<file path="config.mk">
export PLATFORM = sky130hd
export DESIGN_NAME = riscv_boot_loader
export DESIGN_NICKNAME = d
export VERILOG_FILES = /design/src/rtl/riscv_boot_loader_pkg.sv /design/src/rtl/riscv_boot_loader_word_assembler.sv /design/src/rtl/riscv_boot_loader.sv
export SDC_FILE = /design/constraint.sdc
export NUM_CORES = 1
export LEC_CHECK = 0
export ABC_AREA = 1
export ABC_CLOCK_PERIOD_IN_PS = 3500
export CORE_MARGIN = 3
export CORE_UTILIZATION = 64
export CTS_CLUSTER_DIAMETER = 200
export DETAILED_ROUTE_END_ITERATION = 10
export GPL_TIMING_DRIVEN = 0
export PLACE_DENSITY = 0.85
export SYNTH_ARGS = -nofsm -noshare
export SYNTH_HDL_FRONTEND = slang
export SYNTH_SLANG_ARGS = --single-unit
</file>
<file path="constraint.sdc">
create_clock -name clk -period 3.5 [get_ports clk]
set_clock_uncertainty 0.2 [all_clocks]
set_input_delay 0.35 -clock clk [delete_from_list [all_inputs] [get_ports clk]]
set_output_delay 0.35 -clock clk [all_outputs]
set_load 0.005 [all_outputs]
</file>
<file path="src/rtl/riscv_boot_loader_pkg.sv">
// Shared definitions for the boot loader: reset levels, FSM state encoding and counter width.
package riscv_boot_loader_pkg;

    localparam logic RstEnable  = 1'b1;
    localparam logic RstDisable = 1'b0;

    localparam int BootCntWidth = 32;

    typedef enum logic [2:0] {
        S_LEN  = 3'd0,
        S_DATA = 3'd1,
        S_CSUM = 3'd2,
        S_HOLD = 3'd3,
        S_RUN  = 3'd4,
        S_ERR  = 3'd5
    } boot_state_t;

endpackage

</file>
<file path="src/rtl/riscv_boot_loader_word_assembler.sv">
// Packs four accepted bytes (first byte in bits [7:0]) into a word and pulses word_valid
// for the single cycle after the fourth byte; word_data holds until the next word.
module boot_word_assembler
    import riscv_boot_loader_pkg::*;
(
    input  logic        clk,
    input  logic        rst,
    input  logic        clear,
    input  logic        byte_valid,
    input  logic [7:0]  byte_data,
    output logic        word_last,
    output logic        word_valid,
    output logic [31:0] word_data
);

    logic [1:0]  byte_cnt;
    logic [23:0] shift;

    assign word_last = (byte_cnt == 2'd3);

    // NOTE: non-blocking assignments make every register here sample pre-edge values,
    // so the shift, the counter and the output word stay consistent within one edge.
    always_ff @(posedge clk) begin
        if (rst == RstEnable) begin
            byte_cnt   <= 2'd0;
            shift      <= 24'd0;
            word_valid <= 1'b0;
            word_data  <= 32'd0;
        end else begin
            word_valid <= 1'b0;
            if (clear) begin
                byte_cnt <= 2'd0;
                shift    <= 24'd0;
            end else if (byte_valid) begin
                shift    <= {byte_data, shift[23:8]};
                byte_cnt <= byte_cnt + 2'd1;
                if (word_last) begin
                    word_data  <= {byte_data, shift};
                    word_valid <= 1'b1;
                end
            end
        end
    end

endmodule

</file>
<file path="src/rtl/riscv_boot_loader.sv">
// Boot loader: takes length / data / checksum bytes, writes words into instruction memory
// and holds the CPU in reset until the image checks out.
module riscv_boot_loader
    import riscv_boot_loader_pkg::*;
#(
    parameter int ADDR_WIDTH  = 10,
    parameter int HOLD_CYCLES = 16
) (
    input  logic                  clk,
    input  logic                  rst,
    input  logic                  rx_valid,
    input  logic [7:0]            rx_data,
    output logic                  rx_ready,
    output logic                  mem_we,
    output logic [ADDR_WIDTH-1:0] mem_addr,
    output logic [31:0]           mem_wdata,
    output logic                  cpu_rst,
    output logic                  boot_done,
    output logic                  boot_err
);

    localparam logic [BootCntWidth-1:0] CntOne   = BootCntWidth'(1);
    localparam logic [BootCntWidth-1:0] Capacity = CntOne << ADDR_WIDTH;
    localparam logic [BootCntWidth-1:0] HoldLast = BootCntWidth'(HOLD_CYCLES - 1);

    boot_state_t             state;
    logic [1:0]              len_cnt;
    logic [BootCntWidth-1:0] word_count;
    logic [BootCntWidth-1:0] word_idx;
    logic [BootCntWidth-1:0] hold_cnt;
    logic [7:0]              csum;

    logic                    accept;
    logic                    data_byte;
    logic                    asm_clear;
    logic                    word_last;
    logic [BootCntWidth-1:0] len_next;

    assign accept    = rx_valid && rx_ready;
    assign data_byte = accept && (state == S_DATA);
    assign asm_clear = (state != S_DATA);
    assign len_next  = {rx_data, word_count[BootCntWidth-1:8]};

    boot_word_assembler u_word_assembler (
        .clk        (clk),
        .rst        (rst),
        .clear      (asm_clear),
        .byte_valid (data_byte),
        .byte_data  (rx_data),
        .word_last  (word_last),
        .word_valid (mem_we),
        .word_data  (mem_wdata)
    );

    always_ff @(posedge clk) begin
        if (rst == RstEnable) begin
            state      <= S_LEN;
            len_cnt    <= 2'd0;
            word_count <= '0;
            word_idx   <= '0;
            hold_cnt   <= '0;
            csum       <= 8'd0;
            mem_addr   <= '0;
            rx_ready   <= 1'b0;
            cpu_rst    <= RstEnable;
            boot_done  <= 1'b0;
            boot_err   <= 1'b0;
        end else begin
            case (state)
                S_LEN: begin
                    rx_ready <= 1'b1;
                    if (accept) begin
                        word_count <= len_next;
                        len_cnt    <= len_cnt + 2'd1;
                        if (len_cnt == 2'd3) begin
                            // Full 32-bit compare so huge counts cannot alias into range.
                            if (len_next > Capacity) begin
                                state    <= S_ERR;
                                rx_ready <= 1'b0;
                                boot_err <= 1'b1;
                            end else if (len_next == '0) begin
                                state <= S_CSUM;
                            end else begin
                                state <= S_DATA;
                            end
                        end
                    end
                end
                S_DATA: begin
                    if (accept) begin
                        csum <= csum ^ rx_data;
                        if (word_last) begin
                            mem_addr <= word_idx[ADDR_WIDTH-1:0];
                            word_idx <= word_idx + CntOne;
                            if (word_idx + CntOne == word_count) begin
                                state <= S_CSUM;
                            end
                        end
                    end
                end
                S_CSUM: begin
                    if (accept) begin
                        rx_ready <= 1'b0;
                        if (rx_data == csum) begin
                            state    <= S_HOLD;
                            hold_cnt <= '0;
                        end else begin
                            state    <= S_ERR;
                            boot_err <= 1'b1;
                        end
                    end
                end
                S_HOLD: begin
                    if (hold_cnt == HoldLast) begin
                        state     <= S_RUN;
                        cpu_rst   <= RstDisable;
                        boot_done <= 1'b1;
                    end else begin
                        hold_cnt <= hold_cnt + CntOne;
                    end
                end
                S_RUN, S_ERR: begin
                end
                default: begin
                    state    <= S_ERR;
                    rx_ready <= 1'b0;
                    boot_err <= 1'b1;
                end
            endcase
        end
    end

endmodule

</file>
# Word-level counts from Yosys, hierarchy flattened

Cells that the tools add are included.

Flip-flop bits (word level): 182
Bits in latches: 0
RAM bits: 0
Memory bits (read-only): 0
Output and inout bits: 47
Logic and storage cells: 92
Memories: 0

$add $sub $neg: 4
Multiply operators: 0
Divide/modulo/power cells: 0
Order comparisons: 1
Eq/ne operators: 22
Shift operators: 0
Muxes and demuxes: 27
Bitwise gates (word level): 5
Reduce and logical (&&, ||, !) cells: 18

Operators by type and width:

| kind                                                                               | number |
|---|---|
| 32-bit two-way mux                                                                 | 3 |
| 32-bit by 1-bit adder with 32-bit output (second input constant)                   | 2 |
| 32-bit case mux with 2 select lines                                                | 1 |
| 32-bit equality test                                                               | 1 |
| 32-bit by 4-bit equality test with 1-bit output (second input constant)            | 1 |
| 32-bit by 11-bit greater-than comparator with 1-bit output (second input constant) | 1 |
| 32-bit zero test                                                                   | 1 |
| 3-bit two-way mux                                                                  | 9 |
| 2-bit inequality test (second input constant)                                      | 9 |
| 3-bit case mux with 5 select lines                                                 | 1 |
| 1-bit two-way mux                                                                  | 10 |
| 8-bit equality test                                                                | 1 |
| 2-bit AND reduction                                                                | 4 |
| 8-bit AND reduction                                                                | 1 |
| 8-bit XOR                                                                          | 1 |
| 3-bit by 2-bit equality test with 1-bit output (second input constant)             | 2 |
| 3-bit equality test (second input constant)                                        | 2 |
| 1-bit case mux with 3 select lines                                                 | 2 |
| 3-bit AND reduction                                                                | 2 |
| 6-bit AND reduction                                                                | 1 |
| 2-bit by 1-bit adder with 2-bit output (second input constant)                     | 2 |
| 2-bit equality test (second input constant)                                        | 2 |
| 2-bit by 1-bit inequality test with 1-bit output (second input constant)           | 2 |
| 1-bit NOT                                                                          | 4 |
| 10 further kinds                                                                   | 12 |

# Depth between registers and ports, before layout

Word-level depth: 6
Mapped depth: 18

# Modules after synthesis

Synthesis repeated with hierarchy kept, for this count alone.

Cell total of the unflattened synthesis: 1463
Area total of the unflattened synthesis: 9535.4 µm²

Modules (own cells, without submodules):

| module              | instances | cells each | area each (µm²) | seq. area each (µm²) |
|---|---|---|---|---|
| riscv_boot_loader   | 1         | 1147       | 7272.0          | 2462.4 |
| boot_word_assembler | 1         | 316        | 2263.4          | 1181.1 |

# Worst setup path after synthesis

Ideal clock, no wire load.

Kind: register to register
Start point: register word_idx[0]
End point: register state[0]
Arrival time: 1.908 ns
Required time: 3.187 ns
Slack: 1.279 ns
Cell stages (with the launch flop): 19
Period minus slack after synthesis: 2.221 ns
Cells stage by stage: dfxtp_1 ha_1 nand2_2 nor2_8 nand2_2 nor2_4 nand2_1 nand2_1 nand2_1 nand2_1 nand2_1 nor2_1 nand2_1 nor2_1 nand3_1 nand2_1 nand2_1 o21ai_1 inv_1

Cells in the longest elaborated chain, start to end: 4

Ends and longest elaborated chain:

| what                                                              | line                     | text |
|---|---|---|
| start, declared                                                   | riscv_boot_loader.sv:29  | `logic [BootCntWidth-1:0] word_idx;` |
| start signal, assigned                                            | riscv_boot_loader.sv:94  | `word_idx <= word_idx + CntOne;` |
| 32-bit by 1-bit adder with 32-bit output                          | riscv_boot_loader.sv:95  | `if (word_idx + CntOne == word_count) begin` |
| 32-bit equality test                                              | riscv_boot_loader.sv:95  |  |
| 2-bit by 1-bit inequality test with 1-bit output (no source line) | -                        |  |
| 8-bit AND reduction (no source line)                              | -                        |  |
| end signal, assigned                                              | riscv_boot_loader.sv:96  | `state <= S_CSUM;` |
| end signal, assigned                                              | riscv_boot_loader.sv:105 | `state <= S_HOLD;` |
| end signal, assigned                                              | riscv_boot_loader.sv:108 | `state <= S_ERR;` |
| end, declared                                                     | riscv_boot_loader.sv:26  | `boot_state_t state;` |

No other way between the ends.
A chain may end at the register's enable or synchronous reset.

# Final worst setup path

Same ends and word-level chain as after synthesis.

==> impl_metrics.tcl <==
set metrics [dict create \
    status "finished, final reports clean" \
    period_share_pct 84.4 \
    required_ns 3.64 \
    synth_warnings 0 \
    setup_ws_ns 0.546 \
    tns_ns 0 \
    synth.avg_cell_area_sq_um 6.74 \
    path_max_fanout 7 \
    r2r_slack_ns 0.55 \
    place_congestion 0.989 \
    worst_pin_slew_ns 0.762 \
    port_buffers 56 \
    max_clock_freq_ghz 0.339 \
    clock_sinks 182 \
    peakVddDrop_uv 483 \
    synth_seq_cells 182 \
    clk_pin_slew_ns 0.07 \
    dr.first_iter.drc_count 1007 \
    post-route-util_pct 77.2 \
    critPathLaunchType "flip-flop" \
    yosys.area.top_type "dfxtp_1" \
    yosys.cell_types.count 37 \
    rows 42 \
    start_util_pct 66.8 \
    postCtsHoldBufs 0 \
    setup_viol 0 \
    reg2reg_to "state[0]$_SDFFE_PP0P_" \
    mostFrequentLayoutCells "nand2_1 (271), nor2_1 (193), dfxtp_1 (182), inv_1 (145), a21oi_1 (122)" \
    timing.final.hold_violations 0 \
    final_layout_size_suffix_gt1_share_pct 5.66 \
    synth_cells 1344 \
    grt-ovfl-total 0 \
    wirelength_mm 27.0 \
    hp-start "rst" \
    clk-insertion-delay-late_ns 0.45 \
    ys_seq_area_share_pct 40.2 \
    core_sq_um 13600 \
    die_h_um 125 \
    grt_pass1_vias 8465 \
    synth_edf_count 0 \
    async_reset_ff_share_pct 0 \
    clockBufferDepth 2 \
    final_common_cell "nand2_1" \
    die_area_sq_um 15600 \
    slew_headroom_pct 49.2 \
    max_cap_viol_count 0 \
    power_density_nw_per_um2 416 \
    vias 9474 \
    layout.nets 1434 \
    drtAntennaViolNets 0 \
    grt_max_degree 21 \
    rsz0062_at_grt "no" \
    cts_setup_buffers 0 \
    period_minus_slack_ns 2.95 \
    ctsResizeCount 0 \
    grt_pass1_wl_mm 42.5 \
    htree_levels 4 \
    first_pass_iters 6 \
    worstSetupPathType "reg -> reg" \
    clockRootBuffer "clkbuf_16" \
    die_x_um 125 \
    r2r_cells 16 \
    io_pins 58 \
    worstSetupStartpoint "word_idx[0]$_SDFFE_PP0P_" \
    avgViaCountPerCell 5.89 \
    p_leak_nw 4.20 \
    critPathArrivalTime_ns 3.09 \
    synth_area_sq_um 9060 \
    cts_tree "yes" \
    drc 0 \
    worstHoldPathType "in -> reg" \
    syn2layout_area_growth_pct 15.5 \
    gr-usage-all-layers_pct 33.3 \
    dp.final_hpwl_mm 19.7 \
    synth_area_leaders "dfxtp_1 (40%), nand2_1 (11%), nor2_1 (8.0%)" \
    r2r_start "word_idx[0]$_SDFFE_PP0P_" \
    ys.flop_type "dfxtp_1" \
    avgRoutedWirePerCell_um 16.8 \
    synth_nets 1359 \
    end_kind "flip-flop" \
    hold_path_depth 4 \
    post-place-ws_ns 0.528 \
    diodes 0 \
    cts_made_buffers 17 \
    synth_top_area_share_pct 40.2 \
    drv_slew 0 \
    hold_end "word_idx[31]$_SDFFE_PP0P_" \
    grt_antenna_before_repair 0 \
]
-- metal layers --
layer | global-route usage, % | routed length (um) | vias to the layer above
met5 | 0 | 0 | -
met4 | 11.4 | 635 | 0
met3 | 8.49 | 2780 | 64
met2 | 50.9 | 11900 | 499
met1 | 46.2 | 11700 | 4364
li1 | - | - | 4547
-- power by group --
part	total [W]	switching [W]	internal, W
sequential	0.00213	0.0000281	0.00210
combinational	0.000214	0.000146	0.0000685
clock	0.00201	0.000968	0.00104
-- flip-flops by register name (all words and copies together) (netlist names) --
register and count:
word_count 32, hold_cnt 32, state 3, u_word_assembler.byte_cnt 2, u_word_assembler.word_valid 1, len_cnt 2
word_idx 32, cpu_rst 1, boot_done 1, mem_addr 10, csum 8, u_word_assembler.shift 24
boot_err 1, u_word_assembler.word_data 32, rx_ready 1
-- area by class of cell --
type	instances	area (sq um)
multi-input cells	960	4640
flip-flops and latches	182	3640
fillers	1104	3100
repair buffers	56	561
inverters	147	552
clock buffers	17	425
plain buffers	55	224
well taps	176	220
clock inverters	15	196
-- synthesized netlist by cell type (6+ instances only) --
cell type,count
inv_1,145
or2_2,14
dfxtp_1,182
nand3_1,97
o21ai_0,110
a21oi_1,122
o211ai_1,8
nor4_1,15
nor3_1,23
nand2_2,6
buf_2,11
clkbuf_1,41
nor2_1,193
xor2_1,19
a211oi_1,23
nand4_1,19
nand2_1,271
-- through the flow --
step	hold slack, ns	area [sq um]	total power (W)	cells
final	0.0948	10500	0.00435	1608
after global routing	0.177	10500	0.00445	1608
after CTS	0.0924	10500	0.00433	1608
after detailed placement	0.250	9840	0.00237	1576
after global placement	0.239	9840	0.00237	1576
after floorplan	0.242	9060	0.00230	1344
-- critical path, cell delays in order (launching register included) --
cell,delay [ns]
dfxtp_1,0.43
ha_1,0.24
nand2_2,0.13
nor2_8,0.17
nand2_2,0.14
nor2_1,0.38
nand3_1,0.17
nand3_1,0.11
nand2_1,0.05
nor2_1,0.16
nand2_1,0.12
nor2_1,0.10
nand3_1,0.11
nand2_1,0.11
nand2_1,0.06
o21ai_1,0.13
inv_1,0.05
-- worst max path at each step --
stage                     cells after the start                         to  slack (ns)
after global routing                         16      state[0]$_SDFFE_PP0P_        0.37
after detailed placement                     11  hold_cnt[13]$_SDFFE_PP0P_        0.53
after global placement                       11  hold_cnt[13]$_SDFFE_PP0P_        0.52
after CTS                                    16      state[0]$_SDFFE_PP0P_        0.66
after floorplan                              18      state[0]$_SDFFE_PP0P_        1.28
final                                        16      state[0]$_SDFFE_PP0P_        0.55
-- cells by family after synthesis --
group / count (synthesis) / synth area share [%]
AOI/OAI and AO/OA: 272 / 16.0
xor gates and xnor gates: 23 / 2.68
adders and majority gates: 4 / 0.552
buffers and inverters: 202 / 8.56
DFF: 182 / 40.2
and+or+nand+nor: 661 / 32.0
Power figures use the tool's default switching activity.
